<file path="src/rtl/id_scoreboard_if.sv">
// Decode-stage issue bundle: instruction operands, writeback clears and scoreboard verdict.
// Outputs are combinational from registered state; no internal backpressure.
interface id_scoreboard_if #(
  parameter int NUM_REGS = 32,
  parameter int REG_AW   = 5,
  parameter int MAX_LAT  = 3,
  parameter int MAX_VAR  = 2
);
  localparam int LAT_W = $clog2(MAX_LAT + 1);
  localparam int VC_W  = $clog2(MAX_VAR + 1);

  logic                id_valid_i;
  logic [REG_AW-1:0]   id_rs1_i;
  logic [REG_AW-1:0]   id_rs2_i;
  logic                id_use_rs1_i;
  logic                id_use_rs2_i;
  logic [REG_AW-1:0]   id_rd_i;
  logic                id_wen_i;
  logic [LAT_W-1:0]    id_lat_i;
  logic                id_var_i;
  logic                flush_i;
  logic                wb_clr_i;
  logic [REG_AW-1:0]   wb_rd_i;
  logic                stall_o;
  logic                issue_o;
  logic [NUM_REGS-1:0] busy_o;
  logic [VC_W-1:0]     var_cnt_o;

  modport master (
    output id_valid_i, id_rs1_i, id_rs2_i, id_use_rs1_i, id_use_rs2_i,
           id_rd_i, id_wen_i, id_lat_i, id_var_i, flush_i, wb_clr_i, wb_rd_i,
    input  stall_o, issue_o, busy_o, var_cnt_o
  );

  modport slave (
    input  id_valid_i, id_rs1_i, id_rs2_i, id_use_rs1_i, id_use_rs2_i,
           id_rd_i, id_wen_i, id_lat_i, id_var_i, flush_i, wb_clr_i, wb_rd_i,
    output stall_o, issue_o, busy_o, var_cnt_o
  );
endinterface

</file>
<file path="src/rtl/id_scoreboard.sv">
// Per-register pending-write scoreboard gating issue from ID into EX.
// stall_o/issue_o are same-cycle combinational from registered state; the decoder holds on stall.
module id_scoreboard #(
  parameter int NUM_REGS = 32,
  parameter int REG_AW   = 5,
  parameter int MAX_LAT  = 3,
  parameter int MAX_VAR  = 2
) (
  input  logic            clock,
  input  logic            reset,
  id_scoreboard_if.slave  sb
);
  localparam int LAT_W = $clog2(MAX_LAT + 1);
  localparam int VC_W  = $clog2(MAX_VAR + 1);

  logic [NUM_REGS-1:0]            busy_q, busy_d;
  logic [NUM_REGS-1:0]            var_q, var_d;
  logic [NUM_REGS-1:0][LAT_W-1:0] cnt_q, cnt_d;
  logic [VC_W-1:0]                var_cnt_q, var_cnt_d;

  logic hazard;
  logic live;
  logic issue;
  logic rd_wr;
  logic var_set;
  logic var_clr;

  always_comb begin
    hazard = (sb.id_use_rs1_i && (sb.id_rs1_i != '0) && busy_q[sb.id_rs1_i]) ||
             (sb.id_use_rs2_i && (sb.id_rs2_i != '0) && busy_q[sb.id_rs2_i]) ||
             (sb.id_wen_i && (sb.id_rd_i != '0) && var_q[sb.id_rd_i]) ||
             (sb.id_var_i && (var_cnt_q == VC_W'(MAX_VAR)));
    live   = sb.id_valid_i && !sb.flush_i;
    issue  = live && !hazard;
  end

  assign sb.stall_o   = live && hazard;
  assign sb.issue_o   = issue;
  assign sb.busy_o    = busy_q;
  assign sb.var_cnt_o = var_cnt_q;

  always_comb begin
    busy_d = busy_q;
    var_d  = var_q;
    cnt_d  = cnt_q;

    // Fixed-latency countdown; the 1->0 step frees the register at that edge.
    for (int r = 0; r < NUM_REGS; r++) begin
      if (cnt_q[r] != '0) begin
        cnt_d[r] = cnt_q[r] - LAT_W'(1);
        if (cnt_q[r] == LAT_W'(1)) begin
          busy_d[r] = 1'b0;
        end
      end
    end

    var_clr = sb.wb_clr_i && (sb.wb_rd_i != '0) && var_q[sb.wb_rd_i];
    if (var_clr) begin
      busy_d[sb.wb_rd_i] = 1'b0;
      var_d[sb.wb_rd_i]  = 1'b0;
    end

    // Issue is applied last so a new producer overrides countdown and clear on the same rd.
    rd_wr   = issue && sb.id_wen_i && (sb.id_rd_i != '0);
    var_set = rd_wr && sb.id_var_i;
    if (rd_wr) begin
      if (sb.id_var_i) begin
        busy_d[sb.id_rd_i] = 1'b1;
        var_d[sb.id_rd_i]  = 1'b1;
        cnt_d[sb.id_rd_i]  = '0;
      end else begin
        busy_d[sb.id_rd_i] = (sb.id_lat_i != '0);
        var_d[sb.id_rd_i]  = 1'b0;
        cnt_d[sb.id_rd_i]  = sb.id_lat_i;
      end
    end

    var_cnt_d = var_cnt_q + VC_W'(var_set) - VC_W'(var_clr);
  end

  always_ff @(posedge clock or posedge reset) begin
    if (reset) begin
      busy_q    <= '0;
      var_q     <= '0;
      cnt_q     <= '0;
      var_cnt_q <= '0;
    end else begin
      busy_q    <= busy_d;
      var_q     <= var_d;
      cnt_q     <= cnt_d;
      var_cnt_q <= var_cnt_d;
    end
  end
endmodule

</file>
<file path="src/flat_wrapper.sv">
// flat-port wrapper written by rule: the top's interface ports become plain ports
module id_scoreboard_flat 
#(
  parameter int NUM_REGS = 32,
  parameter int REG_AW   = 5,
  parameter int MAX_LAT  = 3,
  parameter int MAX_VAR  = 2
)
  (clock, reset, sb_id_valid_i, sb_id_rs1_i, sb_id_rs2_i, sb_id_use_rs1_i, sb_id_use_rs2_i, sb_id_rd_i, sb_id_wen_i, sb_id_lat_i, sb_id_var_i, sb_flush_i, sb_wb_clr_i, sb_wb_rd_i, sb_stall_o, sb_issue_o, sb_busy_o, sb_var_cnt_o);
  id_scoreboard_if #(.NUM_REGS(NUM_REGS), .REG_AW(REG_AW), .MAX_LAT(MAX_LAT), .MAX_VAR(MAX_VAR)) sb_i ();
  input  logic clock;
  input  logic reset;
  input wire logic [$bits(sb_i.id_valid_i)-1:0] sb_id_valid_i;
  input wire logic [$bits(sb_i.id_rs1_i)-1:0] sb_id_rs1_i;
  input wire logic [$bits(sb_i.id_rs2_i)-1:0] sb_id_rs2_i;
  input wire logic [$bits(sb_i.id_use_rs1_i)-1:0] sb_id_use_rs1_i;
  input wire logic [$bits(sb_i.id_use_rs2_i)-1:0] sb_id_use_rs2_i;
  input wire logic [$bits(sb_i.id_rd_i)-1:0] sb_id_rd_i;
  input wire logic [$bits(sb_i.id_wen_i)-1:0] sb_id_wen_i;
  input wire logic [$bits(sb_i.id_lat_i)-1:0] sb_id_lat_i;
  input wire logic [$bits(sb_i.id_var_i)-1:0] sb_id_var_i;
  input wire logic [$bits(sb_i.flush_i)-1:0] sb_flush_i;
  input wire logic [$bits(sb_i.wb_clr_i)-1:0] sb_wb_clr_i;
  input wire logic [$bits(sb_i.wb_rd_i)-1:0] sb_wb_rd_i;
  output wire logic [$bits(sb_i.stall_o)-1:0] sb_stall_o;
  output wire logic [$bits(sb_i.issue_o)-1:0] sb_issue_o;
  output wire logic [$bits(sb_i.busy_o)-1:0] sb_busy_o;
  output wire logic [$bits(sb_i.var_cnt_o)-1:0] sb_var_cnt_o;
  assign sb_i.id_valid_i = sb_id_valid_i;
  assign sb_i.id_rs1_i = sb_id_rs1_i;
  assign sb_i.id_rs2_i = sb_id_rs2_i;
  assign sb_i.id_use_rs1_i = sb_id_use_rs1_i;
  assign sb_i.id_use_rs2_i = sb_id_use_rs2_i;
  assign sb_i.id_rd_i = sb_id_rd_i;
  assign sb_i.id_wen_i = sb_id_wen_i;
  assign sb_i.id_lat_i = sb_id_lat_i;
  assign sb_i.id_var_i = sb_id_var_i;
  assign sb_i.flush_i = sb_flush_i;
  assign sb_i.wb_clr_i = sb_wb_clr_i;
  assign sb_i.wb_rd_i = sb_wb_rd_i;
  assign sb_stall_o = sb_i.stall_o;
  assign sb_issue_o = sb_i.issue_o;
  assign sb_busy_o = sb_i.busy_o;
  assign sb_var_cnt_o = sb_i.var_cnt_o;
  id_scoreboard #(.NUM_REGS(NUM_REGS), .REG_AW(REG_AW), .MAX_LAT(MAX_LAT), .MAX_VAR(MAX_VAR)) u_core (.clock(clock), .reset(reset), .sb(sb_i));
endmodule
</file>
<file path="config.mk">
export PLATFORM = sky130hd
export DESIGN_NAME = id_scoreboard_flat
export DESIGN_NICKNAME = d
export VERILOG_FILES = /design/src/rtl/id_scoreboard_if.sv /design/src/rtl/id_scoreboard.sv /design/src/flat_wrapper.sv
export SDC_FILE = /design/constraint.sdc
export NUM_CORES = 1
export LEC_CHECK = 0
export BUFFER_PORTS_ARGS = -buffer_cell sky130_fd_sc_hd__buf_2
export CAP_MARGIN = 20
export CORE_UTILIZATION = 60
export DETAILED_ROUTE_END_ITERATION = 10
export PLACE_DENSITY = 0.8
export SYNTH_ARGS = -nofsm -noshare
export SYNTH_HDL_FRONTEND = slang
export SYNTH_SLANG_ARGS = --single-unit
</file>
<file path="constraint.sdc">
create_clock -name clock -period 4.05 [get_ports clock]
set_input_delay 0.2025 -clock clock [delete_from_list [all_inputs] [get_ports clock]]
set_output_delay 0.2025 -clock clock [all_outputs]
set_load 0.005 [all_outputs]
</file>
==> results of run 1 <==
-- cell usage after synthesis (4+ instances only) --
cell      instances  area share [%]
nor3_1            4            0.27
nand3b_1         10             1.0
nand3_2           5            0.67
nand4_4          19             5.4
mux2_2            9             1.3
o221ai_1         24             2.8
nand4_1           8            0.67
o21ai_0          49             3.3
clkbuf_1         23             1.1
mux2i_1         115              15
mux4_2           19             5.7
and2_1            4            0.33
and3_1            4            0.33
nand2b_1         22             1.8
nor2_1           16            0.80
nand3_1          13            0.87
dfrtp_1         130              43
nand2_1          81             4.0
a22oi_1           5            0.50
inv_1            29             1.4
buf_2            12            0.80
a32o_1            8             1.1
and3b_1           4            0.47
nor3b_1           4            0.40
-- timing repair --
action                                  CTS  global route
endpoints found under the setup margin    0             0
hold endpoints to repair                  1             0
hold buffers                              1             0
-- sequential cells by signal, summed over array words and instances (netlist names) --
name                 cells
u_core.cnt_q            64
u_core.sb.busy_o        32
u_core.var_q            32
u_core.sb.var_cnt_o      2
-- final cells by class --
type / count / area, um^2 / share of cell area (%)
well taps: 168 / 210 / 2.47
clock inverters: 8 / 52.6 / 0.618
clock buffers: 24 / 492 / 5.78
flip-flops and latches: 130 / 3250 / 38.2
repair buffers: 84 / 468 / 5.50
multi-input cells: 463 / 3920 / 46.1
inverters: 29 / 111 / 1.31
-- power breakdown --
| group | switching (mW) | internal, mW | total [mW] |
|---|---|---|---|
| Combinational | 0.267 | 0.157 | 0.424 |
| Clock | 0.565 | 0.843 | 1.41 |
| Sequential | 0.0544 | 1.35 | 1.40 |
| Total | 0.886 | 2.35 | 3.23 |
-- worst min-delay path, cell delays in order --
cell and delay, ps:
buf_2 240, nand2_1 130, o21ai_0 70
-- cells by family after synthesis --
| kind of cell | after synthesis |
|---|---|
| AO/OA/AOI/OAI | 102 |
| multiplexers | 144 |
| XOR/XNOR | 2 |
| adder cells (fa/ha/maj) | 2 |
| buffers and inverters | 72 |
| AND/OR/NAND/NOR | 213 |
| flip-flops | 130 |
-- routing by layer --
layer	part of all wire [%]	vias up	GRT usage, %
met1	39	3017	44.6
met2	48	347	54.9
met3	9.4	78	8.82
met4	3.8	0	16.2
met5	0	-	0
li1	-	2585	-
-- worst max path at each step --
stage | to | depth (start not counted)
5_1_grt | sb_stall_o | 8
4_1_cts | sb_stall_o | 8
3_5_place_dp | u_core.var_q[11]$_DFF_PP0_ | 9
6_report | sb_stall_o | 8
3_3_place_gp | u_core.var_q[7]$_DFF_PP0_ | 9
2_1_floorplan | u_core.cnt_q[0]$_DFF_PP0_ | 1
-- stage by stage --
stage | instance area (um^2) | cells | util, %
floorplan | 7510 | 665 | -
global placement | 7950 | 873 | 65.7
detailed placement | 7950 | 873 | 65.7
CTS | 8510 | 906 | 70.2
global route | 8510 | 906 | 70.2
finish | 8510 | 906 | 70.2
==> impl_metrics.csv, run 1 <==
group,metric,value,unit
worst_setup_path,r2r_cells,8,
clock_tree,cts_setup_buffers,0,
status,status,"finished, final reports clean",
final_layout,n_antenna_cell,0,
synthesis,ys_async_sr_fraction,100,%
final_layout,layout_common_cells,"130 x dfrtp_1, 115 x mux2i_1, 81 x nand2_1",
worst_setup_path,worstSetupEndpointType,"primary output",
grt,antenna_found_initial,0,
worst_setup_path,crit_type,"reg2out",
timing,post-route-period-util,85.1,%
synthesis,syn_area,7510,um^2
timing,whs,265,ps
power,vdd_drop_max,0.323,mV
worst_setup_path,path_cells,"mux2_2, mux4_2, o221ai_1, o31ai_1, a31oi_4, o21ai_0, nor2b_1, buf_2",
timing,slew_violations,0,
min_path,hold_path_end,"u_core.var_q[1]$_DFF_PP0_",
grt,track_usage,34.5,%
clock_tree,cts_buffer_depth,2,
timing,final.setup_skew,8.52,ps
final_layout,nNetsFinal,758,
min_path,holdCritStartpoint,"sb_id_var_i",
floorplanning,die_width,114,um
synthesis,syn-num-nets,698,
synthesis,yosys.area_share.adder,0.333,%
synthesis,synthMuxAreaShare,22.6,%
synthesis,synth_ff_type,"dfrtp_1",
timing,relSlewSlack,24.5,%
grt,grt_pass1_vias,6179,
worst_setup_path,crit_path_start,"u_core.sb.busy_o[18]$_DFF_PP0_",
synthesis,synth_top_family_by_area,"multiplexers",
floorplanning,start_util,62.0,%
run,maxCapViolations,0,
placement,place_congestion,0.938,
timing,fin_tns_setup,0,ps
grt,grt_max_degree,72,
timing,setup_viol,0,
detailed_routing,viasPerCell,6.65,
synthesis,yosys_warnings,0,
synthesis,yosysSeqAreaShare,43.3,%
clock_tree,htree_levels,4,
clock_tree,clockRootBuffer,"clkbuf_16",
timing,rsz0062_at_grt,"false",
synthesis,syn_area_per_cell,11.3,um^2
synthesis,synth-compound-area-share,9.40,%
worst_setup_path,cp-start-kind,"register",
worst_setup_path,rr_startpoint,"u_core.sb.busy_o[18]$_DFF_PP0_",
synthesis,synth_cells,665,
placement,dp.final_hpwl,14400,um
detailed_routing,drc,0,
detailed_routing,num_vias,6027,
timing,worst_pin_slew,1130,ps
floorplanning,core_area,12100,um^2
worst_setup_path,cp.arrival,3240,ps
power,p_per_area,380,nW/um^2
clock_tree,cts_tree,"done",
detailed_routing,wl_per_cell,23.2,um
synthesis,ys_types,52,
final_layout,num-fill-cells,885,
final_layout,syn_to_final_growth,13.3,%
worst_setup_path,worst-path-buf-inv,1,
detailed_routing,drtAntennaViolNets,0,
detailed_routing,wirelength,21000,um
timing,max_freq,0.290,GHz
clock_tree,cts_buffers,17,
timing,period_minus_slack,3450,ps
floorplanning,die_area,13000,um^2
worst_setup_path,critPathSlowestCell,"a31oi_4",
clock_tree,clkSlewWorstSetupHoldPaths,60,ps
synthesis,yosys.area_share.xor_xnor,0.233,%
detailed_routing,drtIter0Drc,655,
clock_tree,clk_latency,430,ps
synthesis,yosys.area_share.simple,19.6,%
placement,portBuffers,66,
grt,gr-total-overflow,0,
worst_setup_path,reg2reg_slack,960,ps
synthesis,synth-edff-count,0,
timing,hold_violations,0,
final_layout,drive_gt1_share,24.1,%
power,power,3.23,mW
worst_setup_path,critPathMaxFanout,17,
placement,place_ws,939,ps
worst_setup_path,cpPeakStageDelay,630,ps
synthesis,ys_seq_elements,130,
final_layout,mostFrequentLayoutCell,"dfrtp_1",
clock_tree,cts_resized,0,
worst_setup_path,required,3850,ps
floorplanning,ios,67,
floorplanning,die_h,114,um
detailed_routing,drt_pass1_iterations,5,
grt,grt_pass1_wl,33300,um
min_path,hp-class,"in2reg",
clock_tree,cts_sinks,130,
worst_setup_path,crit_family,"compound AO/OA/AOI/OAI gates",
worst_setup_path,rr_endpoint,"u_core.var_q[7]$_DFF_PP0_",
min_path,hold_path_depth,3,
power,leakagePower,4.23,nW
floorplanning,rows,40,
timing,setup_slack,604,ps
No activity file was read; power rests on OpenSTA's default activity.
==> run 2: changes to the inputs <==
--- a/config.mk
+++ b/config.mk
@@ -7,9 +7,12 @@
 export LEC_CHECK = 0
 export BUFFER_PORTS_ARGS = -buffer_cell sky130_fd_sc_hd__buf_2
 export CAP_MARGIN = 20
-export CORE_UTILIZATION = 60
+export CELL_PAD_IN_SITES_DETAIL_PLACEMENT = 0
+export CELL_PAD_IN_SITES_GLOBAL_PLACEMENT = 1
+export CORE_MARGIN = 8
+export CORE_UTILIZATION = 48
 export DETAILED_ROUTE_END_ITERATION = 10
-export PLACE_DENSITY = 0.8
+export PLACE_DENSITY_LB_ADDON = 0.1
 export SYNTH_ARGS = -nofsm -noshare
 export SYNTH_HDL_FRONTEND = slang
 export SYNTH_SLANG_ARGS = --single-unit
==> run 2 against run 1 <==
The flow now finishes with violations (negative hold slack). Non-clock buffer count fell by 4. Flip-flop and latch count stayed put. Sequential power is essentially flat. Combinational power down 2%. Clock power grew 15%. Critical path type unchanged. Critical endpoint unchanged. Largest power group unchanged. Highest routed layer unchanged.
==> impl_metrics.csv, run 2 (same netlist as run 1, synthesis figures left out) <==
group,metric,value,unit
timing,slew_violations,0,
final_layout,layout_common_cells,"130 x dfrtp_1, 115 x mux2i_1, 81 x nand2_1",
final_layout,num-fill-cells,1271,
clock_tree,cts-hold-fix-buffers,0,
detailed_routing,drtAntennaViolNets,0,
run,maxCapViolations,0,
grt,antenna_found_initial,0,
floorplanning,ios,67,
grt,track_usage,22.7,%
clock_tree,cts_buffers,17,
final_layout,drive_gt1_share,24.5,%
timing,setup_viol,0,
detailed_routing,drtIter0Drc,460,
detailed_routing,drt_pass1_iterations,5,
worst_setup_path,crit_type,"reg2out",
final_layout,mostFrequentLayoutCell,"dfrtp_1",
power,power,3.43,mW
detailed_routing,viasPerCell,6.08,
status,violations,"negative hold slack",
final_layout,syn_to_final_growth,14.6,%
floorplanning,die_width,141,um
grt,grt_pass1_wl,34300,um
clock_tree,clk_latency,420,ps
timing,post-route-period-util,83.7,%
clock_tree,cts_resized,0,
final_layout,n_antenna_cell,0,
grt,gr-total-overflow,0,
timing,hold_violations,27,
timing,worst_pin_slew,1050,ps
power,leakagePower,4.25,nW
clock_tree,cts_sinks,130,
floorplanning,die_h,141,um
clock_tree,clockRootBuffer,"clkbuf_16",
detailed_routing,wirelength,21900,um
detailed_routing,num_vias,5745,
final_layout,top_register,"u_core.cnt_q",
grt,grt_max_degree,75,
timing,max_freq,0.295,GHz
timing,whs,-22.1,ps
worst_setup_path,required,3850,ps
final_layout,largest_reg_flops,64,
clock_tree,cts_setup_buffers,0,
timing,period_minus_slack,3390,ps
timing,rsz0062_at_grt,"false",
worst_setup_path,worstSetupEndpointType,"primary output",
placement,dp.final_hpwl,15200,um
status,status,"complete, but fails checks",
detailed_routing,drc,0,
floorplanning,core_area,15300,um^2
worst_setup_path,cp.arrival,3190,ps
floorplanning,die_area,19900,um^2
clock_tree,clkSlewWorstSetupHoldPaths,60,ps
placement,place_congestion,0.871,
timing,relSlewSlack,29.5,%
clock_tree,cts_tree,"done",
worst_setup_path,cp-start-kind,"register",
power,p_per_area,399,nW/um^2
floorplanning,rows,45,
detailed_routing,wl_per_cell,23.2,um
min_path,hp-class,"in2async",
timing,final.setup_skew,10.1,ps
placement,portBuffers,66,
clock_tree,cts_buffer_depth,2,
final_layout,nNetsFinal,754,
timing,fin_tns_setup,0,ps
grt,grt_pass1_vias,5799,
worst_setup_path,critPathMaxFanout,18,
power,vdd_drop_max,0.333,mV
floorplanning,start_util,49.2,%
clock_tree,htree_levels,4,
-- run 2: cell types whose count changed in the layout (fill, tap and decap cells not counted), sizes merged --
cell / delta
clkbuf: -6
buf: -3
bufinv: +3
inv: +3
clkinv: +1
clkinvlp: -1
dlygate4sd3: -1
-- run 2: final timing paths --
kind / startpoint / endpoint / slack [ps] / depth (start not counted)
setup reg to reg: u_core.sb.busy_o[19]$_DFF_PP0_ / u_core.var_q[3]$_DFF_PP0_ / 1080 / 8
max in group asynchronous: reset / u_core.cnt_q[19]$_DFF_PP0_ / 3100 / 3
min in group clock: sb_id_var_i / u_core.var_q[1]$_DFF_PP0_ / 280 / 3
hold reg to reg: u_core.var_q[0]$_DFF_PP0_ / u_core.var_q[0]$_DFF_PP0_ / 410 / 0
hold / removal: reset / u_core.sb.busy_o[31]$_DFF_PP0_ / -20 / 2
setup / recovery: u_core.sb.busy_o[19]$_DFF_PP0_ / sb_stall_o / 660 / 9
-- run 2: per-layer routing --
metal | share of wire [%] | routed length (um) | track usage (%) | up-vias
met4 | 1.6 | 344 | 6.73 | 0
met5 | 0 | 0 | 0 | -
li1 | - | - | - | 2578
met1 | 44 | 9740 | 30.8 | 2936
met3 | 6.0 | 1320 | 4.46 | 23
met2 | 48 | 10500 | 35.9 | 208
-- run 2: metrics by stage --
| stage | std cells | hold slack, ps | cell area [um^2] | util [%] | setup slack, ps |
|---|---|---|---|---|---|
| 2_1_floorplan | 665 | 401 | 7510 | - | 378 |
| 3_5_place_dp | 913 | 395 | 7990 | 52.4 | 951 |
| 3_3_place_gp | 913 | 415 | 7990 | 52.4 | 985 |
| 5_1_grt | 945 | 63.4 | 8610 | 56.4 | 480 |
| 6_report | 945 | -22.1 | 8610 | 56.4 | 659 |
| 4_1_cts | 945 | 23.8 | 8610 | 56.4 | 631 |
-- run 2: layout make-up --
type / instances / area, um^2 / area share (%)
Sequential cell: 130 / 3250 / 37.8
Timing Repair Buffer: 80 / 435 / 5.06
Multi-Input combinational cell: 463 / 3930 / 45.6
Clock inverter: 14 / 178 / 2.06
Tap cell: 211 / 264 / 3.07
Clock buffer: 18 / 439 / 5.10
Inverter: 29 / 111 / 1.29
-- run 2: worst max-delay path, stage by stage, from the launching register on --
cell and delay [ps]:
dfrtp_1 450, mux2_2 300, mux4_2 480, o221ai_1 200, o31ai_1 120, a31oi_4 310
buf_4 430, o21ai_0 190, nor2b_1 160, buf_2 120
-- run 2: report_power, final --
part           switching, mW  internal (mW)  total [mW]
registers             0.0528           1.34        1.40
logic                  0.264          0.149       0.414
clock network          0.625          0.994        1.62
==> run 3: changes to the inputs <==
==> constraint.sdc (replaced) <==
create_clock -name clock -period 3.34 [get_ports clock]
set_input_delay 0.167 -clock clock [delete_from_list [all_inputs] [get_ports clock]]
set_output_delay 0.167 -clock clock [all_outputs]
set_load 0.005 [all_outputs]
==> run 3 against run 2 <==
The run now ends clean. Global-route usage rose by 0.35 points. Highest routed layer unchanged. Clock skew decreased by 2.4 ps. Die area did not move. Register-to-register slack lost 620 ps. Setup slack worse by 440 ps. Clock-buffer cell count decreased by 1. Via count grew 0.71%. Utilization is 1.2 points higher. Non-clock buffer count increased by 13.
==> impl_metrics.csv, run 3 (same netlist as run 1, synthesis figures left out) <==
group,metric,value,unit
final_layout,top_register,"u_core.cnt_q",
grt,track_usage,23.0,%
worst_setup_path,crit_type,"reg2out",
clock_tree,clockRootBuffer,"clkbuf_16",
final_layout,largest_reg_flops,64,
detailed_routing,wl_met2,10600,um
worst_setup_path,cp.arrival,2950,ps
clock_tree,cts-hold-fix-buffers,1,
min_path,hp-class,"in2async",
clock_tree,cts_setup_buffers,0,
worst_setup_path,crit_path_start,"u_core.sb.busy_o[15]$_DFF_PP0_",
final_layout,final_area,8800,um^2
clock_tree,htree_levels,4,
floorplanning,ios,67,
timing,final.setup_skew,7.75,ps
timing,relSlewSlack,43.5,%
floorplanning,die_h,141,um
floorplanning,die_area,19900,um^2
floorplanning,rows,45,
grt,grt_pass1_vias,6005,
final_layout,mostFrequentLayoutCell,"dfrtp_1",
power,vdd_drop_max,0.433,mV
grt,gr-total-overflow,0,
grt,grt_pass1_wl,34700,um
worst_setup_path,critPathMaxFanout,14,
floorplanning,die_width,141,um
worst_setup_path,worstSetupEndpointType,"primary output",
placement,portBuffers,66,
clock_tree,cts_tree,"done",
detailed_routing,drtIter0Drc,384,
timing,hold_violations,0,
timing,max_freq,0.321,GHz
worst_setup_path,required,3170,ps
detailed_routing,wirelength,22000,um
placement,dp.final_hpwl,15500,um
clock_tree,cts_resized,0,
run,maxCapViolations,0,
floorplanning,start_util,49.2,%
timing,setup_viol,0,
clock_tree,clk_latency,420,ps
detailed_routing,drt_pass1_iterations,4,
final_layout,utilization,57.6,%
final_layout,n_antenna_cell,0,
timing,period_minus_slack,3120,ps
timing,worst_pin_slew,844,ps
grt,grt_max_degree,71,
worst_setup_path,rr_startpoint,"u_core.sb.busy_o[15]$_DFF_PP0_",
final_layout,layout_common_cells,"130 x dfrtp_1, 115 x mux2i_1, 81 x nand2_1",
final_layout,syn_to_final_growth,17.1,%
power,power,4.37,mW
detailed_routing,routed-wl-met3,1260,um
clock_tree,cts_sinks,130,
detailed_routing,routed.top_layer,"met4",
detailed_routing,drtAntennaViolNets,0,
status,status,"finished, final reports clean",
final_layout,num-fill-cells,1278,
worst_setup_path,cp-start-kind,"register",
timing,slew_violations,0,
final_layout,drive_gt1_share,25.7,%
placement,postPlaceCellArea,8090,um^2
clock_tree,cts_buffers,17,
power,p_per_area,497,nW/um^2
power,leakagePower,4.34,nW
placement,place_congestion,0.831,
timing,fin_tns_setup,0,ps
detailed_routing,drc,0,
detailed_routing,wl_met1,9660,um
final_layout,nNetsFinal,767,
timing,rsz0062_at_grt,"false",
detailed_routing,viasPerCell,6.04,
clock_tree,clkSlewWorstSetupHoldPaths,60,ps
grt,antenna_found_initial,0,
detailed_routing,num_vias,5786,
timing,post-route-period-util,93.3,%
clock_tree,cts_buffer_depth,2,
detailed_routing,wl_per_cell,22.9,um
floorplanning,core_area,15300,um^2
## run 3: changes by cell type in the layout (fill, tap and decap cells not counted)
cell / change
dlygate4sd3_1: +1
clkbuf_8: -1
buf_12: +2
clkinv_2: -1
inv_4: -1
clkinvlp_4: +1
buf_4: +10
clkinv_4: -1
bufinv_16: +3
## run 3: metrics by stage
step / hold WS, ps / worst slack, ps / cells
floorplan: 366 / 779 / 665
global placement: 391 / 460 / 924
detailed placement: 390 / 422 / 924
CTS: 220 / 167 / 957
global route: 174 / 70.4 / 958
finish: 193 / 222 / 958
## run 3: area by class of cell
class                      count  area, um^2  area share (%)
timing repair buffer          93         561            6.37
sequential                   130        3250            37.0
multi-input combinational    463        3930            44.6
clock inverter                15         254            2.89
tap                          211         264            3.00
clock buffer                  17         425            4.84
inverter                      29         113            1.28
## run 3: layer usage
layer  global-route usage, %  vias to the layer above
met5                       0                        -
met4                    8.03                        0
met3                    5.74                       31
met2                    37.1                      196
met1                    29.5                     2966
li1                        -                     2593
## run 3: critical path: stages, from the launching register on
cell and delay, ps:
dfrtp_1 420, mux4_2 470, mux2_2 280, nor3b_1 200, o31ai_1 130, a31oi_4 430
o21ai_0 270, nor2b_1 190, buf_2 120
## run 3: path summary, 6_finish.rpt
check | endpoint | slack, ps | cells past startpoint
setup / recovery | sb_stall_o | 220 | 8
hold / removal | u_core.cnt_q[49]$_DFF_PP0_ | 190 | 3
setup reg to reg | u_core.var_q[11]$_DFF_PP0_ | 460 | 8
hold reg to reg | u_core.var_q[0]$_DFF_PP0_ | 400 | 0
max in group asynchronous | u_core.sb.busy_o[14]$_DFF_PP0_ | 2530 | 4
min in group clock | u_core.var_q[2]$_DFF_PP0_ | 240 | 3
## run 3: power breakdown
| part | internal [mW] | leakage, nW | switching [mW] |
|---|---|---|---|
| sequential | 1.63 | 1.80 | 0.0609 |
| combinational | 0.201 | 2.21 | 0.330 |
| clock | 1.41 | 0.329 | 0.739 |
